## config.mk

```make
export PLATFORM = sky130hd
export DESIGN_NAME = uart_rx_ctrl_flat
export DESIGN_NICKNAME = d
export VERILOG_FILES = /design/src/rtl/uart_rx_pkg.sv /design/src/rtl/uart_rx_ctrl_if.sv /design/src/rtl/uart_rx_ctrl_edge_bit_counter.sv /design/src/rtl/uart_rx_ctrl.sv /design/src/flat_wrapper.sv
export SDC_FILE = /design/constraint.sdc
export NUM_CORES = 1
export LEC_CHECK = 0
export CORE_ASPECT_RATIO = 1.1
export CORE_MARGIN = 4
export CORE_UTILIZATION = 30
export CTS_CLUSTER_DIAMETER = 60
export DETAILED_ROUTE_END_ITERATION = 8
export SYNTH_ARGS = -nofsm -noshare
export SYNTH_HDL_FRONTEND = slang
export SYNTH_SLANG_ARGS = --single-unit
```

## constraint.sdc

```tcl
create_clock -name CLK -period 3.2 [get_ports CLK]
set_clock_uncertainty 0.2 [all_clocks]
set_input_delay 0.32 -clock CLK [delete_from_list [all_inputs] [get_ports CLK]]
set_output_delay 0.32 -clock CLK [all_outputs]
set_load 0.03 [all_outputs]
```

## src/rtl/uart_rx_pkg.sv

```systemverilog
`default_nettype none
// +----------------------------------------------------------------------+
// | uart_rx_pkg : receive-controller state encoding and frame bit indices |
// | Revision    : 1.0                                                     |
// +----------------------------------------------------------------------+
package uart_rx_pkg;

  typedef enum logic [2:0] {
    ST_IDLE   = 3'd0,
    ST_START  = 3'd1,
    ST_DATA   = 3'd2,
    ST_PARITY = 3'd3,
    ST_STOP   = 3'd4
  } rx_state_t;

  localparam logic [3:0] START_IDX  = 4'd0;
  localparam logic [3:0] DATA_FIRST = 4'd1;
  localparam logic [3:0] DATA_LAST  = 4'd8;
  localparam logic [3:0] PARITY_IDX = 4'd9;

endpackage
`default_nettype wire

```

## src/rtl/uart_rx_ctrl_if.sv

```systemverilog
`default_nettype none
// +----------------------------------------------------------------------+
// | uart_rx_ctrl_if : serial line, config and status bundle of the RX ctrl|
// | Revision        : 1.0                                                 |
// +----------------------------------------------------------------------+
interface uart_rx_ctrl_if #(
  parameter int PRESCALE_WIDTH = 5
);

  logic                      RX_IN;
  logic                      PAR_EN;
  logic                      PAR_TYP;
  logic [PRESCALE_WIDTH-1:0] prescale;
  logic                      sampled_bit;
  logic                      dat_samp_en;
  logic [PRESCALE_WIDTH-1:0] edge_count;
  logic [3:0]                bit_count;
  logic                      data_valid;
  logic                      par_err;
  logic                      stp_err;
  logic                      busy;

  modport master (
    output RX_IN, PAR_EN, PAR_TYP, prescale, sampled_bit,
    input  dat_samp_en, edge_count, bit_count, data_valid, par_err, stp_err, busy
  );

  modport slave (
    input  RX_IN, PAR_EN, PAR_TYP, prescale, sampled_bit,
    output dat_samp_en, edge_count, bit_count, data_valid, par_err, stp_err, busy
  );

endinterface
`default_nettype wire

```

## src/rtl/uart_rx_ctrl_edge_bit_counter.sv

```systemverilog
`default_nettype none
// +----------------------------------------------------------------------+
// | edge_bit_counter : oversample index and frame bit index counters      |
// | Revision         : 1.0                                                |
// +----------------------------------------------------------------------+
module edge_bit_counter #(
  parameter int PRESCALE_WIDTH = 5
) (
  input  wire                       CLK,
  input  wire                       RST,
  input  wire                       i_en,
  input  wire                       i_clr,
  input  wire [PRESCALE_WIDTH-1:0]  i_prescale,
  output logic [PRESCALE_WIDTH-1:0] o_edge_count,
  output logic [3:0]                o_bit_count,
  output logic                      o_bit_end
);

  localparam logic [PRESCALE_WIDTH-1:0] C_ONE = PRESCALE_WIDTH'(1);

  logic [PRESCALE_WIDTH-1:0] r_edge;
  logic [3:0]                r_bit;

  assign o_bit_end    = i_en && (r_edge == (i_prescale - C_ONE));
  assign o_edge_count = r_edge;
  assign o_bit_count  = r_bit;

  // Clear wins so the counters already read 0 in the first idle cycle.
  always_ff @(posedge CLK or negedge RST) begin
    if (!RST) begin
      r_edge <= '0;
      r_bit  <= '0;
    end else if (i_clr) begin
      r_edge <= '0;
      r_bit  <= '0;
    end else if (i_en) begin
      if (o_bit_end) begin
        r_edge <= '0;
        r_bit  <= r_bit + 4'd1;
      end else begin
        r_edge <= r_edge + C_ONE;
      end
    end
  end

endmodule
`default_nettype wire

```

## src/rtl/uart_rx_ctrl.sv

```systemverilog
`default_nettype none
// +----------------------------------------------------------------------+
// | uart_rx_ctrl : UART receive frame controller; parity via UART_RX_PARITY_EN |
// | Revision     : 1.0                                                    |
// +----------------------------------------------------------------------+
module uart_rx_ctrl
  import uart_rx_pkg::*;
#(
  parameter int PRESCALE_WIDTH = 5
) (
  input wire            CLK,
  input wire            RST,
  uart_rx_ctrl_if.slave bus
);

  rx_state_t                 r_state;
  rx_state_t                 w_next_state;
  logic [PRESCALE_WIDTH-1:0] r_prescale;
  logic [PRESCALE_WIDTH-1:0] w_edge_count;
  logic [3:0]                w_bit_count;
  logic                      w_bit_end;
  logic                      w_cnt_en;
  logic                      w_cnt_clr;
  logic                      w_load_cfg;
  logic                      r_stp_err;
  logic                      w_stp_err_nxt;
  logic                      r_data_valid;
  logic                      w_data_valid_nxt;

`ifdef UART_RX_PARITY_EN
  logic r_par_en;
  logic r_par_typ;
  logic r_xor_acc;
  logic w_xor_nxt;
  logic r_par_err;
  logic w_par_err_nxt;
`else
  logic w_unused_par;
  assign w_unused_par = bus.PAR_EN ^ bus.PAR_TYP;
`endif

  assign w_cnt_en  = (r_state != ST_IDLE);
  assign w_cnt_clr = (w_next_state == ST_IDLE);

  edge_bit_counter #(
    .PRESCALE_WIDTH (PRESCALE_WIDTH)
  ) u_counter (
    .CLK          (CLK),
    .RST          (RST),
    .i_en         (w_cnt_en),
    .i_clr        (w_cnt_clr),
    .i_prescale   (r_prescale),
    .o_edge_count (w_edge_count),
    .o_bit_count  (w_bit_count),
    .o_bit_end    (w_bit_end)
  );

  always_comb begin
    w_next_state     = r_state;
    w_load_cfg       = 1'b0;
    w_stp_err_nxt    = r_stp_err;
    w_data_valid_nxt = 1'b0;
`ifdef UART_RX_PARITY_EN
    w_xor_nxt        = r_xor_acc;
    w_par_err_nxt    = r_par_err;
`endif
    case (r_state)
      ST_IDLE: begin
        if (!bus.RX_IN) begin
          w_next_state  = ST_START;
          w_load_cfg    = 1'b1;
          w_stp_err_nxt = 1'b0;
`ifdef UART_RX_PARITY_EN
          w_xor_nxt     = 1'b0;
          w_par_err_nxt = 1'b0;
`endif
        end
      end
      ST_START: begin
        // A start bit that votes high was line noise: abandon quietly.
        if (w_bit_end && (w_bit_count == START_IDX)) begin
          w_next_state = bus.sampled_bit ? ST_IDLE : ST_DATA;
        end
      end
      ST_DATA: begin
        if (w_bit_end && (w_bit_count >= DATA_FIRST)) begin
`ifdef UART_RX_PARITY_EN
          w_xor_nxt = r_xor_acc ^ bus.sampled_bit;
          if (w_bit_count == DATA_LAST) begin
            w_next_state = r_par_en ? ST_PARITY : ST_STOP;
          end
`else
          if (w_bit_count == DATA_LAST) begin
            w_next_state = ST_STOP;
          end
`endif
        end
      end
`ifdef UART_RX_PARITY_EN
      ST_PARITY: begin
        if (w_bit_end && (w_bit_count == PARITY_IDX)) begin
          w_par_err_nxt = ((bus.sampled_bit ^ r_xor_acc) != r_par_typ);
          w_next_state  = ST_STOP;
        end
      end
`endif
      ST_STOP: begin
        if (w_bit_end) begin
          w_stp_err_nxt = ~bus.sampled_bit;
`ifdef UART_RX_PARITY_EN
          w_data_valid_nxt = bus.sampled_bit & ~r_par_err;
`else
          w_data_valid_nxt = bus.sampled_bit;
`endif
          w_next_state = ST_IDLE;
        end
      end
      default: begin
        w_next_state = ST_IDLE;
      end
    endcase
  end

  always_ff @(posedge CLK or negedge RST) begin
    if (!RST) begin
      r_state      <= ST_IDLE;
      r_prescale   <= '0;
      r_stp_err    <= 1'b0;
      r_data_valid <= 1'b0;
    end else begin
      r_state      <= w_next_state;
      r_stp_err    <= w_stp_err_nxt;
      r_data_valid <= w_data_valid_nxt;
      if (w_load_cfg) begin
        r_prescale <= bus.prescale;
      end
    end
  end

`ifdef UART_RX_PARITY_EN
  always_ff @(posedge CLK or negedge RST) begin
    if (!RST) begin
      r_par_en  <= 1'b0;
      r_par_typ <= 1'b0;
      r_xor_acc <= 1'b0;
      r_par_err <= 1'b0;
    end else begin
      r_xor_acc <= w_xor_nxt;
      r_par_err <= w_par_err_nxt;
      if (w_load_cfg) begin
        r_par_en  <= bus.PAR_EN;
        r_par_typ <= bus.PAR_TYP;
      end
    end
  end
  assign bus.par_err = r_par_err;
`else
  assign bus.par_err = 1'b0;
`endif

  assign bus.dat_samp_en = w_cnt_en;
  assign bus.busy        = w_cnt_en;
  assign bus.edge_count  = w_edge_count;
  assign bus.bit_count   = w_bit_count;
  assign bus.data_valid  = r_data_valid;
  assign bus.stp_err     = r_stp_err;

endmodule
`default_nettype wire

```

## src/flat_wrapper.sv

```systemverilog
// flat-port wrapper written by rule: the top's interface ports become plain ports
module uart_rx_ctrl_flat import uart_rx_pkg::*;
#(
  parameter int PRESCALE_WIDTH = 5
)
  (CLK, RST, bus_RX_IN, bus_PAR_EN, bus_PAR_TYP, bus_prescale, bus_sampled_bit, bus_dat_samp_en, bus_edge_count, bus_bit_count, bus_data_valid, bus_par_err, bus_stp_err, bus_busy);
  uart_rx_ctrl_if #(.PRESCALE_WIDTH(PRESCALE_WIDTH)) bus_i ();
  input wire CLK;
  input wire RST;
  input wire logic [$bits(bus_i.RX_IN)-1:0] bus_RX_IN;
  input wire logic [$bits(bus_i.PAR_EN)-1:0] bus_PAR_EN;
  input wire logic [$bits(bus_i.PAR_TYP)-1:0] bus_PAR_TYP;
  input wire logic [$bits(bus_i.prescale)-1:0] bus_prescale;
  input wire logic [$bits(bus_i.sampled_bit)-1:0] bus_sampled_bit;
  output wire logic [$bits(bus_i.dat_samp_en)-1:0] bus_dat_samp_en;
  output wire logic [$bits(bus_i.edge_count)-1:0] bus_edge_count;
  output wire logic [$bits(bus_i.bit_count)-1:0] bus_bit_count;
  output wire logic [$bits(bus_i.data_valid)-1:0] bus_data_valid;
  output wire logic [$bits(bus_i.par_err)-1:0] bus_par_err;
  output wire logic [$bits(bus_i.stp_err)-1:0] bus_stp_err;
  output wire logic [$bits(bus_i.busy)-1:0] bus_busy;
  assign bus_i.RX_IN = bus_RX_IN;
  assign bus_i.PAR_EN = bus_PAR_EN;
  assign bus_i.PAR_TYP = bus_PAR_TYP;
  assign bus_i.prescale = bus_prescale;
  assign bus_i.sampled_bit = bus_sampled_bit;
  assign bus_dat_samp_en = bus_i.dat_samp_en;
  assign bus_edge_count = bus_i.edge_count;
  assign bus_bit_count = bus_i.bit_count;
  assign bus_data_valid = bus_i.data_valid;
  assign bus_par_err = bus_i.par_err;
  assign bus_stp_err = bus_i.stp_err;
  assign bus_busy = bus_i.busy;
  uart_rx_ctrl #(.PRESCALE_WIDTH(PRESCALE_WIDTH)) u_core (.CLK(CLK), .RST(RST), .bus(bus_i));
endmodule
```

==> metrics list, run 1 <==
- Clock tree synthesis inserted a total of 3 buffers.
- Combined buffer and inverter count along the critical path: 1
- Count of buffers added by post-CTS timing repair for setup: 0
- For this run, the number of Yosys warnings is 0.
- Number of port buffers: 21
* Pin count of the biggest net entering global routing: 20
- Post-Syn Area per Cell: 9.00 sq um
- Setup slack on the critical path of the routed design comes to 0.608 ns.
* Ports: 25
* DRC violation count after routing: 0
- Die area: 4790 sq um
- Actual slew at the worst max-slew pin: 0.866 ns
- Vias per std cell: 4.79
* Via Count: 935
* Post-synth net total: 140
- Number of DRC violations after detailed-routing iteration 0: 41
- At the end of the flow, the number of nets in the layout was 161.
* Number of global-route vias before repair: 1,010
- After detailed routing, the total wire length is 2540 um.
- By area the synthesized netlist is led by dfrtp_1, nand2_1, xnor2_1.
- STA puts the critical path data required time at 3.12 ns.
- Shortest clock period the worst path allows after layout: 2.59 ns
- The later pin in the worst-skew pair is clocked with a latency of 0.26 ns.
- P&R area growth vs syn: 25.7%
* Row Count: 23
* Finish-stage setup viols: 0
- In the global route stage, overall resource usage came out at 0.121.
- Leakage Power: 0.616 nW
* Peak VDD IR: 0.000321 V
- For this configuration, the core starts out at a cell density of 0.310.
- Overflow left after global routing: 0
* Multi-input logic area: 591 sq um
- Count of flip-flops with a built-in enable after synthesis: 0
- Summing all flip-flop and latch instances after layout gives 475 sq um.
- The tree is rooted in a clkbuf_8.
* Setup TNS after final layout: 0 ns
- Y dimension of the die: 72.2 um
- Critical path endpoint category: flip-flop
- Hold_ws: 0.313 ns
* Result of the run: finished, final reports clean
- CTS built an H-tree with a depth of 1.
- Final Hold Vio Count: 0
- The count of nets left with antenna violations once routing finished came out at 0.
* Filler Cell Count: 388
- TritonCTS built the clock tree.
- Antenna violations before repair: 0
- Dividing total power by cell area gives a power density of 945 nW/um^2.
- The first global-routing pass estimated 4520 um of wire.
- Critical-path cell list: inv_1 -> ha_1 -> nand2_1 -> o31ai_1 -> o31a_1 -> nand3_1 -> o2bb2ai_2 -> a22oi_1
- Counting every sink on the clock net gives 19.
- In this run, post-CTS hold repair placed 0 buffers.
* Fraction of post-synthesis cell area in the top cell type by area: 0.423
- For flop-to-flop paths, the worst setup slack is 0.61 ns.
- In the synthesized netlist the dominant register cell turns out to be dfrtp_1.
- Once detailed placement completed, the half-perimeter wirelength came to 1920 um.
- Setup repair after global routing missed its margin: false
* Post-cts gate resize count: 0
- At the end of routability-driven placement, the weighted congestion stood at 0.869.
- The die is 66.4 um wide.
- Cell family with most CP delay: compound AO/OA/AOI/OAI gates
- Pins over their slew limit: 0
* Top fanout value on the critical path: 9
- For this run, the slowest stage of the critical path takes 0.42 ns.
- The tightest min-delay check is of the flip-flop to flip-flop type.
* Most common cell after layout, fill and taps aside: nand2_1
- In the final routed layout, each cell accounts on average for 13.0 um.
- Max-cap check violation count: 0
- The repair_antennas step left the layout with diodes totalling 0.
- CTS clock-pin slew for the worst setup and hold paths: 0.07 ns
- Layout cell share with drive strength beyond 1: 0.0483
* Period utilization: 0.810
- The mapped netlist covers 1120 sq um.
- The first detailed-routing pass ran for 4 iterations.
- Number of distinct library cells after synthesis: 37
- Instance count of the mapped netlist: 125
* Cell with the largest stage delay on the worst path: dfrtp_1
- Data arrives at the worst endpoint at 2.51 ns.
* Clock Path Buffers: 2
- Kind of launch point of the worst setup path: flip-flop
- The library cells used most frequently in the layout, excluding fill and tap cells, are nand2_1, clkdlybuf4s50_1, dfrtp_1.
- Static timing analysis puts the maximum clock frequency at 386 MHz.
* Share of synthesized flip-flops with an asynchronous set or reset: 1.00
- WS Path Type: flip-flop to flip-flop
- Area of the placeable core: 3630 sq um
- Worst rel slew slack: 0.421
- Synthesized flop and latch total: 19
- Cell type contributing the most total cell area after synthesis: dfrtp_1
- Worst slack after detailed placement: 0.606 ns
* Sequential share of the synthesized area: 0.423
-- synth_stat cells (all sizes together), types with 2 or more instances --
master  instances
a211oi          2
a21oi           5
a31oi           2
and2            2
buf             4
dfrtp          19
ha              4
inv             8
mux2i           2
nand2          22
nand2b          2
nand3           2
nand4           4
nor2           11
nor3            5
o21ai           4
xnor2           7
xor2            5
-- flip-flops by register name (all words and copies together), names as in the netlist --
| name | cells |
|---|---|
| u_core.u_counter.o_edge_count | 5 |
| u_core.r_prescale | 5 |
| u_core.r_state | 3 |
| u_core.bus.stp_err | 1 |
| u_core.bus.data_valid | 1 |
| u_core.u_counter.o_bit_count | 4 |
-- stage by stage --
stage	cell area, sq um	utilization	power, W	cells
floorplan	1120	-	0.000984	125
global placement	1370	0.378	0.00116	191
detailed placement	1370	0.378	0.00119	191
CTS	1410	0.390	0.00136	195
global route	1410	0.390	0.00147	195
finish	1410	0.390	0.00134	195
-- final timing paths --
path,start,to,cells after the start
worst min-delay path,u_core.r_prescale[4]$_DFFE_PN0P_,u_core.r_prescale[4]$_DFFE_PN0P_,2
max in group asynchronous,RST,u_core.u_counter.o_edge_count[3]$_DFFE_PN0P_,1
min in group asynchronous,RST,u_core.r_prescale[3]$_DFFE_PN0P_,1
worst max register to register,u_core.r_prescale[0]$_DFFE_PN0P_,u_core.u_counter.o_edge_count[0]$_DFFE_PN0P_,8
worst max-delay path,u_core.r_prescale[0]$_DFFE_PN0P_,u_core.u_counter.o_edge_count[0]$_DFFE_PN0P_,8
worst min register to register,u_core.r_prescale[4]$_DFFE_PN0P_,u_core.r_prescale[4]$_DFFE_PN0P_,2
-- kinds of logic (layout without fill, tap and decap cells) --
family	after synthesis	count (layout)	share of synthesized area
compound gates	23	23	0.148
other cells	1	1	0.00333
xor+xnor	12	12	0.0934
mux	2	2	0.0178
buf+inv	13	33	0.0523
simple gates	51	51	0.218
fa+ha+maj	4	4	0.0445
flops	19	19	0.423
-- power by group --
part | switching (W) | internal, W
Clock | 0.0000755 | 0.0000885
Combinational | 0.000438 | 0.000312
Sequential | 0.000105 | 0.000318
Total | 0.000618 | 0.000718
-- routing by layer --
layer / GRT usage / vias to the layer above / share of wire
li1: - / 460 / -
met1: 0.153 / 447 / 0.46
met2: 0.194 / 21 / 0.47
met3: 0.0248 / 7 / 0.036
met4: 0.0655 / 0 / 0.026
met5: 0 / - / 0
-- layout make-up --
type / count / share of cell area
Clock buffer: 4 / 0.0319
Inverter: 8 / 0.0212
Multi-Input combinational cell: 93 / 0.418
Sequential cell: 19 / 0.336
Tap cell: 50 / 0.0442
Timing Repair Buffer: 21 / 0.149
-- tightest hold or removal path, cell delays in order, from the launching register on --
cell     delay [ns]
dfrtp_1        0.36
nand2_1        0.06
nand2_1        0.06
No activity file was read; power rests on OpenSTA's default activity.
==> run 2: changes to the inputs <==
clock period = 2.61 ns   (was 3.2 ns; I/O delays follow)
==> run 2 against run 1 <==
Against the previous run: largest power group unchanged; global-route usage decreased by 0.68 points; register-to-register slack got worse by 0.40 ns; core utilization rose by 0.83 points; non-clock buffer count increased by 4; total power increased by 25%; setup slack worse by 0.40 ns; sequential cell count is the same; largest cell class unchanged; via count increased by 3.3%.
==> metrics list, run 2 (synthesis gave the netlist of run 1 again) <==
* Pin count of the biggest net entering global routing: 20 (unchanged)
- Vias per std cell: 4.85 (+1.2%)
* Number of global-route vias before repair: 1,035 (+2.5%)
- Number of sinks driven by the clock tree: 19 (unchanged)
- The post-route DRC violation count came to 0 (unchanged).
- The post-route minimum period came to 2.40 ns (-0.195 ns).
* CTS clock-pin slew for the worst setup and hold paths: 0.07 ns (about the same)
* Arrival time at the worst endpoint: 2.32 ns (-0.19 ns)
- Clock Path Buffers: 2 (unchanged)
- Setup TNS after final layout: 0 ns (unchanged)
* Result of the run: finished, final reports clean
* Antenna violations before repair: 0 (unchanged)
- Clock root buffer master: clkbuf_8
* Highest clock frequency the design can meet: 417 MHz (+8.1%)
- The power per unit of standard cell area was 1160 nW/um^2 (+22%).
- The number of placement rows is 23 (unchanged).
- Actual slew at the worst max-slew pin: 0.535 ns (-0.330 ns)
* First drt pass iteration count: 4 (unchanged)
- The total instance count after detailed placement came to 194 (+1.6%).
- Worst rel slew slack: 0.642 (+0.221)
- The total global routing track utilization was 0.115 (-0.00676).
- Setup repair after global routing left no endpoint under its margin.
* Critical path endpoint category: flip-flop
- Overflow left after global routing: 0 (unchanged)
* Required time at the endpoint of the critical path: 2.53 ns (-0.59 ns)
- Peak VDD IR: 0.000437 V (+36%)
- Horizontal die dimension: 66.4 um (unchanged)
* Post-detailed-route wirelength per cell: 12.6 um (-3.4%)
* Layout cell share with drive strength beyond 1: 0.0738 (+0.0255)
- The vias after detailed routing was 966 (+3.3%).
* Number of port buffers: 21 (unchanged)
* Total Routed Length: 2510 um (-1.4%)
* Initial core utilization: 0.310 (unchanged)
- Hpwl dp: 1890 um (-1.5%)
- CTS tree: yes
- Filler Cell Count: 389 (+0.26%)
- Most common cell after layout, fill and taps aside: nand2_1
- Number of H-tree levels: 1 (unchanged)
* Final Wtd Congestion: 0.861 (-0.82%)
* Global-route wire length before repair: 4390 um (-2.9%)
* Y dimension of the die: 72.2 um (unchanged)
* Die area: 4790 sq um (unchanged)
- Top fanout value on the critical path: 9 (unchanged)
- Relative to the synthesized area, the layout overhead comes to 28.4%.
- The net count reported at finish was 165 (+2.5%).
* Skew-Pair Late Insertion Delay: 0.25 ns (about the same)
- WS Path Type: flip-flop to flip-flop
- The min-delay analysis places its worst path in the category input pin to asynchronous set/reset pin.
* Pins over their slew limit: 0 (unchanged)
- Leaving out fill and tap cells, the most frequent cells in the layout are nand2_1, clkdlybuf4s50_1, dfrtp_1.
- Post-layout instance count excluding filler cells: 199 (+2.1%)
* Ports: 25 (unchanged)
* Final Hold Vio Count: 0 (unchanged)
- Finish-stage setup viols: 0 (unchanged)
- Area of the placeable core: 3630 sq um (unchanged)
- The number of diodes came to 0 (unchanged).
- Inserted Clock Buffers: 3 (unchanged)
- The share of the clock period used by the worst path is 0.918 (+0.108).
* Leakage Power: 0.637 nW (+3.4%)
- The violation count after the first detailed-route iteration came to 33 (-20%).
* Kind of launch point of the worst setup path: flip-flop
- The final antenna-violating net count is 0 (unchanged).
* Max-cap check violation count: 0 (unchanged)
-- run 2: cell types whose count changed in the layout (fill, tap and decap cells not counted) --
cell and delta:
buf_4 +4
-- run 2: power breakdown --
| part | total, W | internal (W) | switching (W) |
|---|---|---|---|
| Sequential | 0.000515 | 0.000390 | 0.000125 |
| Combinational | 0.000954 | 0.000408 | 0.000545 |
| Clock | 0.000201 | 0.000108 | 0.0000929 |
| Total | 0.00167 | 0.000907 | 0.000764 |
-- run 2: routing by layer --
metal  track usage  share of wire  up-vias
met2         0.209           0.50       20
li1              -              -      469
met3        0.0232          0.036        4
met4        0.0339          0.011        0
met1         0.133           0.45      473
met5             0              0        -
-- run 2: path summary, 6_finish.rpt --
| check | end | slack, ns | depth (start not counted) | startpoint |
|---|---|---|---|---|
| setup / recovery | u_core.u_counter.o_edge_count[0]$_DFFE_PN0P_ | 0.21 | 9 | u_core.r_prescale[0]$_DFFE_PN0P_ |
| hold / removal | u_core.bus.data_valid$_DFF_PN0_ | 0.15 | 2 | RST |
| setup reg to reg | u_core.u_counter.o_edge_count[0]$_DFFE_PN0P_ | 0.21 | 9 | u_core.r_prescale[0]$_DFFE_PN0P_ |
| hold reg to reg | u_core.r_prescale[4]$_DFFE_PN0P_ | 0.30 | 2 | u_core.r_prescale[4]$_DFFE_PN0P_ |
| max in group asynchronous | u_core.r_prescale[0]$_DFFE_PN0P_ | 1.85 | 2 | RST |
| min in group CLK | u_core.r_prescale[4]$_DFFE_PN0P_ | 0.30 | 2 | u_core.r_prescale[4]$_DFFE_PN0P_ |
-- run 2: per-stage QoR --
step | power (W) | worst slack, ns | hold WS, ns | utilization | cell area, sq um
after floorplan | 0.00121 | 0.363 | -0.235 | - | 1120
after global placement | 0.00144 | 0.206 | 0.285 | 0.384 | 1390
after detailed placement | 0.00147 | 0.127 | 0.296 | 0.384 | 1390
after CTS | 0.00168 | 0.116 | 0.154 | 0.396 | 1440
after global routing | 0.00181 | 0.0482 | 0.171 | 0.398 | 1440
final | 0.00167 | 0.213 | 0.152 | 0.398 | 1440
-- run 2: repair_timing --
action,in CTS,in global routing
gates resized for setup,0,0
setup endpoints to repair,0,6
hold buffers,0,0
buffers inserted,0,1
hold endpoints to repair,0,0
-- run 2: layout make-up --
cell class	count	area, sq um	area share
clock buffers	4	45.0	0.0312
inverters	8	30.0	0.0208
multi-input cells	93	591	0.409
flip-flops and latches	19	475	0.329
well taps	50	62.6	0.0433
repair buffers	25	240	0.166
-- run 2: worst max-delay path, stage by stage, from the launching register on --
cell,delay (ns)
dfrtp_1,0.42
inv_1,0.09
ha_1,0.19
nand2_1,0.06
o31ai_1,0.21
o31a_1,0.39
a21oi_1,0.19
a211oi_2,0.26
buf_4,0.17
a22oi_1,0.08
==> run 3: changes to the inputs <==
CORE_UTILIZATION = 49   (was 30)
PLACE_DENSITY = 0.78   (was default)
==> run 3 against run 2 <==
Against the previous run: sequential power increased by 1%; sequential share of layout area increased by 0.97 points; global-route usage increased by 7.5 points; critical endpoint is now bus_busy; highest routed layer unchanged.
==> metrics list, run 3 (synthesis gave the netlist of run 1 again) <==
- CTS clock-pin slew for the worst setup and hold paths: 0.11 ns (+0.04 ns)
- Arrival time at the worst endpoint: 1.90 ns (-0.42 ns)
* Result of the run: finished, final reports clean
- Horizontal die dimension: 53.7 um (-19%)
* Peak VDD IR: 0.000607 V (+39%)
- The placer congestion estimate came to 0.839 (-2.6%).
- Pins over their slew limit: 0 (unchanged)
* Cell with the largest stage delay on the worst path: clkdlybuf4s50_1
* Power density over the cells: 1200 nW/um^2 (+4.1%)
* Count of hold buffers inserted by post-cts repair: 0 (unchanged)
* Via Count: 947 (-2.0%)
* Cell count after placement: 170 (-12%)
- Die area: 3130 sq um (-35%)
- First drt pass iteration count: 3 (-1)
- Number of sinks driven by the clock tree: 19 (unchanged)
* Pin count of the biggest net entering global routing: 20 (unchanged)
- The mean routed wirelength per cell is 13.7 um (+9.0%).
- Worst rel slew slack: 0.432 (-0.210)
- Clock Path Buffers: 2 (unchanged)
* Critical Path Max Stage Delay: 0.63 ns (+0.21 ns)
- Highest clock frequency the design can meet: 424 MHz (+1.6%)
- Shortest clock period the worst path allows after layout: 2.36 ns (-0.0381 ns)
- The fraction of final layout cells with drive strength greater than 1 is 0.0805 (+0.00671).
- Total Routed Length: 2430 um (-3.0%)
- Worst min-delay path category: input pin to asynchronous set/reset pin
* WS Path Type: flip-flop to primary output
* Number of global-route vias before repair: 968 (-6.5%)
* Inserted Clock Buffers: 3 (unchanged)
- # diodes: 0 (unchanged)
* Vias per std cell: 5.35 (+10%)
* FF/Latch Area: 475 sq um (unchanged)
- Setup repair after global routing missed its margin: false
- TritonCTS built the clock tree.
* Critical path endpoint category: primary output
- The post-route DRC violation count is 0 (unchanged).
- Remaining antenna violation count after routing: 0 (unchanged)
- The worst path required time is 2.15 ns (-0.38 ns).
- Post-layout instance count excluding filler cells: 177 (-11%)
- The final-report hold violation count is 0 (unchanged).
* Actual slew at the worst max-slew pin: 0.850 ns (+0.314 ns)
- Number of H-tree levels: 1 (unchanged)
- Row Count: 17 (-26%)
- The net count reported at finish is 165 (unchanged).
* Ports: 25 (unchanged)
- The total of fill cells in the finished design was 168 (-57%).
- Most common cell after layout, fill and taps aside: nand2_1
- Hpwl dp: 1850 um (-2.2%)
- The die outline height was 58.3 um (-19%).
- The area used by multi-input combinational logic was 596 sq um (+0.85%).
- Skew-Pair Late Insertion Delay: 0.30 ns (+0.05 ns)
- Kind of launch point of the worst setup path: flip-flop
- Max-cap check violation count: 0 (unchanged)
- Setup TNS after final layout: 0 ns (unchanged)
- Critical-path cell list: nor3_2 -> inv_1 -> clkdlybuf4s50_1
* Finish-stage setup viols: 0 (unchanged)
* Global-route wire length before repair: 4390 um (unchanged)
- Number of port buffers: 21 (unchanged)
- Most frequent cells in the layout: nand2_1, clkdlybuf4s50_1, dfrtp_1
- The total congestion overflow after global routing was 0 (unchanged).
- The initial antenna violation count is 0 (unchanged).
- The standard cell core area came to 2110 sq um (-42%).
- Top fanout value on the critical path: 7 (-2)
- Compared with the post-synthesis result, the final layout area differs by 24.7%.
- Number of DRC violations after detailed-routing iteration 0: 5 (-85%)
- The total global routing track utilization came to 0.190 (+0.0752).
* Leakage Power: 0.630 nW (-1.1%)
- The root buffer cell chosen for the clock tree is clkbuf_4.
* Period utilization: 0.904 (-0.0146)
- Initial core utilization: 0.534 (+0.224)
run 3: cell counts in the layout (fill, tap and decap cells not counted):
No cell type changed its count.
run 3: repair_timing:
item | 4_1_cts | 5_1_grt
endpoints found under the setup margin | 0 | 8
resized for setup | 0 | 1
setup buffers | 0 | 3
run 3: cell type report:
type | count | share of cell area
clock buffers | 4 | 0.0187
inverters | 8 | 0.0214
repair buffers | 25 | 0.171
well taps | 28 | 0.0250
flip-flops and latches | 19 | 0.339
multi-input cells | 93 | 0.425
run 3: worst max-delay path: cells and delay by family, from the launching register on:
kind	cells	cell delay, ns
AND/OR/NAND/NOR	1	0.33
flip-flops	1	0.47
buffers and inverters	2	0.80
run 3: final timing paths:
kind	slack, ns	endpoint	startpoint	cells past startpoint
worst max-delay path	0.25	bus_busy	u_core.r_state[2]$_DFF_PN0_	3
worst min-delay path	0.24	u_core.bus.data_valid$_DFF_PN0_	RST	1
worst max register to register	0.26	u_core.u_counter.o_edge_count[0]$_DFFE_PN0P_	u_core.r_prescale[0]$_DFFE_PN0P_	9
worst min register to register	0.32	u_core.r_prescale[4]$_DFFE_PN0P_	u_core.r_prescale[4]$_DFFE_PN0P_	2
max in group asynchronous	1.45	u_core.u_counter.o_bit_count[1]$_DFFE_PN0P_	RST	1
min in group CLK	0.28	u_core.r_prescale[3]$_DFFE_PN0P_	bus_prescale[3]	3
run 3: through the flow:
| stage | area [sq um] | setup slack [ns] | utilization | total power, W | hold slack, ns |
|---|---|---|---|---|---|
| 6_report | 1400 | 0.251 | 0.666 | 0.00169 | 0.235 |
| 5_1_grt | 1400 | 0.108 | 0.666 | 0.00183 | 0.276 |
| 4_1_cts | 1380 | 0.0622 | 0.653 | 0.00162 | 0.275 |
| 3_5_place_dp | 1350 | 0.172 | 0.641 | 0.00146 | 0.291 |
| 3_3_place_gp | 1350 | 0.238 | 0.641 | 0.00142 | 0.281 |
| 2_1_floorplan | 1120 | 0.363 | - | 0.00121 | -0.235 |
run 3: power by group:
group / internal [W] / leakage (nW) / switching, W
clock network: 0.0000595 / 0.0150 / 0.0000905
logic: 0.000457 / 0.369 / 0.000560
registers: 0.000389 / 0.246 / 0.000132
run 3: routing by layer:
metal	GRT usage	wire, um
met5	0	0
met4	0.0693	40
met3	0.0411	87
met2	0.320	1240
met1	0.232	1060
==> variant 1 (config.mk and constraints of run 1) <==
`PRESCALE_WIDTH` is set to 5 in 4 places; all go to 7.
--- a/src/rtl/uart_rx_ctrl_if.sv
+++ b/src/rtl/uart_rx_ctrl_if.sv
@@ -4,7 +4,7 @@
 // | Revision        : 1.0                                                 |
 // +----------------------------------------------------------------------+
 interface uart_rx_ctrl_if #(
-  parameter int PRESCALE_WIDTH = 5
+  parameter int PRESCALE_WIDTH = 7
 );
 
   logic                      RX_IN;
--- a/src/rtl/uart_rx_ctrl_edge_bit_counter.sv
+++ b/src/rtl/uart_rx_ctrl_edge_bit_counter.sv
@@ -4,7 +4,7 @@
 // | Revision         : 1.0                                                |
 // +----------------------------------------------------------------------+
 module edge_bit_counter #(
-  parameter int PRESCALE_WIDTH = 5
+  parameter int PRESCALE_WIDTH = 7
 ) (
   input  wire                       CLK,
   input  wire                       RST,
--- a/src/rtl/uart_rx_ctrl.sv
+++ b/src/rtl/uart_rx_ctrl.sv
@@ -6,7 +6,7 @@
 module uart_rx_ctrl
   import uart_rx_pkg::*;
 #(
-  parameter int PRESCALE_WIDTH = 5
+  parameter int PRESCALE_WIDTH = 7
 ) (
   input wire            CLK,
   input wire            RST,
--- a/src/flat_wrapper.sv
+++ b/src/flat_wrapper.sv
@@ -1,7 +1,7 @@
 // flat-port wrapper written by rule: the top's interface ports become plain ports
 module uart_rx_ctrl_flat import uart_rx_pkg::*;
 #(
-  parameter int PRESCALE_WIDTH = 5
+  parameter int PRESCALE_WIDTH = 7
 )
   (CLK, RST, bus_RX_IN, bus_PAR_EN, bus_PAR_TYP, bus_prescale, bus_sampled_bit, bus_dat_samp_en, bus_edge_count, bus_bit_count, bus_data_valid, bus_par_err, bus_stp_err, bus_busy);
   uart_rx_ctrl_if #(.PRESCALE_WIDTH(PRESCALE_WIDTH)) bus_i ();
Interface: changed (resized bus_edge_count and bus_prescale); port bits go from 25 to 29. The function was not compared with the original's and may differ.
==> variant 1 against run 1 <==
  * Design area up 25%
  * Worst setup slack worse by 130 ps
  * Total power up 23%
  * Fmax down 4.8%
  * Hold slack worse by 100 ps
  * Sequential power up 28%
  * Sequential cell count up 4
  * Synthesized area up 25%
  * Routed wire length up 21%
  * Clock power up 8%
  * Largest power group unchanged
==> variant 1: results (changes against run 1) <==
\begin{tabular}{lr}
\hline
Metric & Value \\
\hline
\multicolumn{2}{l}{\textbf{STA}} \\
Headroom to the max-slew limit & 63.1\% (+21 points) \\
\multicolumn{2}{l}{\textbf{Layout}} \\
Share of layout cells above drive strength 1 & 8.06\% (+3.2 points) \\
Fillers & 455 (+17\%) \\
\multicolumn{2}{l}{\textbf{Power and ir drop}} \\
Leakage & 0.772 nW (+25\%) \\
Highest ir drop seen on vdd & 524 µV (+63\%) \\
Power of the combinational group & 0.000922 W (+23\%) \\
Power share of the clock group & 10.8\% (-1.5 points) \\
Power per cell area & 929 nW/µm² (-1.8\%) \\
\multicolumn{2}{l}{\textbf{Synthesis}} \\
Count of distinct cell types in the synthesized netlist & 39 (+5.4\%) \\
Xor/xnor share of the synthesized area & 6.22\% (-3.1 points) \\
Cell types occupying the most area after synthesis & dfrtp\_1 (41\%), nand2\_1 (8.8\%), o21ai\_0 (4.3\%) \\
Synth Net Count & 177 (+26\%) \\
Seq/Total Area, Yosys & 40.9\% (-1.4 points) \\
Share of synthesized area spent on multiplexers & 0.711\% (-1.1 points) \\
Mapped Avg Cell Area & 8.80 µm² (-2.2\%) \\
Most common library cells after synthesis & nand2\_1 (33), dfrtp\_1 (23), o21ai\_0 (12) \\
Post-synthesis adder-cell area fraction & 3.56\% (-0.89 points) \\
\multicolumn{2}{l}{\textbf{Worst setup path}} \\
Critical path fanouts, max & 8 (-1) \\
Critical Path Max Stage Delay & 450 ps (+30 ps) \\
\multicolumn{2}{l}{\textbf{Detailed routing}} \\
WL met2 & 1460 µm (+21\%) \\
DRC marker count from the first detailed-route iteration & 34 (-17\%) \\
Routed length on met1 & 1480 µm (+25\%) \\
Met3 wire length & 120 µm (+30\%) \\
\multicolumn{2}{l}{\textbf{Place}} \\
HPWL after DPL & 2290 µm (+19\%) \\
Number of input and output port buffers inserted & 25 (+19\%) \\
Pre-CTS setup slack & 479 ps (-127 ps) \\
Total cell area at the placement stage & 1720 µm² (+26\%) \\
Weighted congestion reported at the end of routability-driven placement & 0.749 (-14\%) \\
\multicolumn{2}{l}{\textbf{Global route}} \\
Global-route wire length before repair & 5530 µm (+22\%) \\
Met2 Usage GRT & 19.3\% (-0.084 points) \\
Pin count of the biggest net entering global routing & 24 (+20\%) \\
Grt met3 use & 2.27\% (-0.21 points) \\
GR Layer Usage met1 & 15.4\% (+0.16 points) \\
Number of global-route vias before repair & 1,263 (+25\%) \\
\multicolumn{2}{l}{\textbf{Clock network}} \\
CTS Buf Count & 3 (unchanged) \\
\multicolumn{2}{l}{\textbf{Outcome}} \\
Result of the run & finished clean \\
\hline
\end{tabular}
==> variant 1: cell types whose count changed in the layout (fill, tap and decap cells not counted), sizes merged, moves of 5 or more <==
cell,delta
and3,+6
nand3,+5
nor2,-5
nand2,+11
o21ai,+8
==> variant 1: cell type report <==
type,instances,share of cell area [%]
clock buffer,3,2.34
clock inverter,1,0.283
inverter,6,1.27
multi-input combinational,124,43.9
sequential,23,32.6
tap,54,3.82
timing repair buffer,29,15.9
==> variant 1: worst paths after layout <==
check	start	to	cells after the start	slack [ps]
hold reg to reg	u_core.r_prescale[6]	u_core.r_prescale[6]	2	310
max in group asynchronous	RST	u_core.u_counter.o_edge_count[5]	2	2350
min in group CLK	u_core.r_prescale[6]	u_core.r_prescale[6]	2	310
setup / recovery	u_core.r_prescale[2]	u_core.u_counter.o_bit_count[2]	7	480
setup reg to reg	u_core.r_prescale[2]	u_core.u_counter.o_bit_count[2]	7	480
hold / removal	RST	u_core.r_prescale[0]	2	210
==> variant 2 (settings of run 1) <==
Made on the original files. The 5 states of `rx_state_t` get a Gray code encoding in 3 bits.
--- a/src/rtl/uart_rx_pkg.sv
+++ b/src/rtl/uart_rx_pkg.sv
@@ -6,11 +6,11 @@
 package uart_rx_pkg;
 
   typedef enum logic [2:0] {
-    ST_IDLE   = 3'd0,
-    ST_START  = 3'd1,
-    ST_DATA   = 3'd2,
-    ST_PARITY = 3'd3,
-    ST_STOP   = 3'd4
+    ST_IDLE   = 3'b000,
+    ST_START  = 3'b001,
+    ST_DATA   = 3'b011,
+    ST_PARITY = 3'b010,
+    ST_STOP   = 3'b110
   } rx_state_t;
 
   localparam logic [3:0] START_IDX  = 4'd0;
Formal check against the unedited RTL: same outputs for any inputs over 10 cycles, from zero or initial values and one cycle with RST low; not proved beyond that.
==> variant 2 against run 1 <==
  * Design area decreased by 2.0%
  * Worst setup slack got worse by 120 ps
  * Synthesized area decreased by 1.8%
  * Sequential cell count unchanged
  * Count of clock-buffer cells in the layout decreased by 1
  * Routed wire length decreased by 4.3%
  * Total power decreased by 8.6%
  * Largest cell class unchanged
==> variant 2: results (changes against run 1) <==
\begin{tabular}{lr}
\hline
Metric & Value \\
\hline
\multicolumn{2}{l}{\textbf{Worst setup path}} \\
R2R setup slack & 520 ps (-90 ps) \\
Worst Path Arrival & 2190 ps (-320 ps) \\
Worst r2r dst & u\_core.u\_counter.o\_bit\_count[3] \\
Cell count of the worst reg-to-reg path & 7 (-1) \\
\multicolumn{2}{l}{\textbf{Layout}} \\
Signal buf overhead & 15.7\% (+0.85 points) \\
Fraction of area in clock buffers and inverters & 1.99\% (-1.2 points) \\
Share of layout cells above drive strength 1 & 7.30\% (+2.5 points) \\
Fillers & 365 (-5.9\%) \\
Number of nets in the final layout & 153 (-5.0\%) \\
Number of clock buffer instances in the layout & 3 (-1) \\
Non-clock buffer total of the final layout & 22 (+4.8\%) \\
Multi-input gates & 83 (-11\%) \\
Fraction of area in multi-input gates & 41.2\% (-0.58 points) \\
Non-clock inverter count & 9 (+1) \\
\multicolumn{2}{l}{\textbf{Detailed routing}} \\
Routed length on met1 & 1150 µm (-2.9\%) \\
Met3 wire length & 115 µm (+25\%) \\
WL met2 & 1140 µm (-5.4\%) \\
WL/cell & 13.2 µm (+0.89\%) \\
\multicolumn{2}{l}{\textbf{Outcome}} \\
Result of the run & finished clean \\
\multicolumn{2}{l}{\textbf{Global route}} \\
Grt met3 use & 2.98\% (+0.50 points) \\
Number of global-route vias before repair & 950 (-5.9\%) \\
Pin count of the biggest net entering global routing & 22 (+10\%) \\
\multicolumn{2}{l}{\textbf{Power and ir drop}} \\
Highest ir drop seen on vdd & 272 µV (-15\%) \\
Leakage & 0.561 nW (-8.9\%) \\
\multicolumn{2}{l}{\textbf{Clock network}} \\
Root buf cell & clkbuf\_4 \\
Clock transition at the register clock pins on the worst setup and hold paths after CTS & 120 ps (+50 ps) \\
Clock latency on the worst-skew pair & 300 ps (+40 ps) \\
\multicolumn{2}{l}{\textbf{Synthesis}} \\
Seq/Total Area, Yosys & 43.0\% (+0.77 points) \\
Cell types occupying the most area after synthesis & dfrtp\_1 (43\%), ha\_1 (4.5\%), o21ai\_0 (3.6\%) \\
Most common library cells after synthesis & dfrtp\_1 (19), nand2\_1 (10), inv\_1 (9) \\
\multicolumn{2}{l}{\textbf{STA}} \\
Tightest hold margin & 295 ps (-18.6 ps) \\
Actual transition at the worst max-transition pin & 869 ps (+3.02 ps) \\
\multicolumn{2}{l}{\textbf{Place}} \\
Weighted congestion reported at the end of routability-driven placement & 0.738 (-15\%) \\
HPWL after DPL & 1750 µm (-9.1\%) \\
\hline
\end{tabular}
## variant 2: cell count changes after synthesis, moves of 4 or more
cell / before / now
or3_1: 0 / 4
a21oi_1: 5 / 1
o21ai_0: 4 / 8
nand2_1: 22 / 10
xnor2_1: 7 / 3
nor2_1: 11 / 3
## variant 2: report_power, final
part	switching [W]	internal [W]
clock	0.0000797	0.0000466
combinational	0.000356	0.000300
sequential	0.000112	0.000326
total	0.000548	0.000673
## variant 2: worst max-delay path by stage
stage | startpoint | end
detailed placement | u_core.r_prescale[0] | u_core.u_counter.o_bit_count[3]
floorplan | u_core.u_counter.o_edge_count[2] | u_core.u_counter.o_bit_count[0]
CTS | u_core.r_state[1] | bus_busy
global placement | u_core.r_prescale[0] | u_core.u_counter.o_bit_count[3]
finish | u_core.r_state[1] | bus_busy
global route | u_core.r_state[1] | bus_dat_samp_en
## variant 2: worst max-delay path, cell delays in order (launching register included)
cell and delay (ps):
dfrtp_1 490, nor3_1 610, inv_1 160, clkdlybuf4s50_1 640
## variant 2: cells by family (layout without fill, tap and decap cells)
group,Yosys count,in the layout,share of synthesized area [%]
xor gates and xnor gates,5,5,3.96
and+or+nand+nor,43,43,22.3
AOI/OAI and AO/OA,26,26,16.0
buffers and inverters,15,35,5.89
other,1,1,0.339
DFF,19,19,43.0
muxes,4,4,3.96
adders and majority gates,4,4,4.53
## variant 2: stage by stage
stage / power, W / std cells / area, µm² / setup slack, ps / util, %
after CTS: 0.00124 / 185 / 1390 / 495 / 40.3
after global routing: 0.00133 / 185 / 1390 / 301 / 40.3
after detailed placement: 0.00111 / 181 / 1360 / 526 / 39.5
after floorplan: 0.000901 / 117 / 1100 / 874 / -
after global placement: 0.00108 / 181 / 1360 / 569 / 39.5
final: 0.00122 / 185 / 1390 / 487 / 40.3
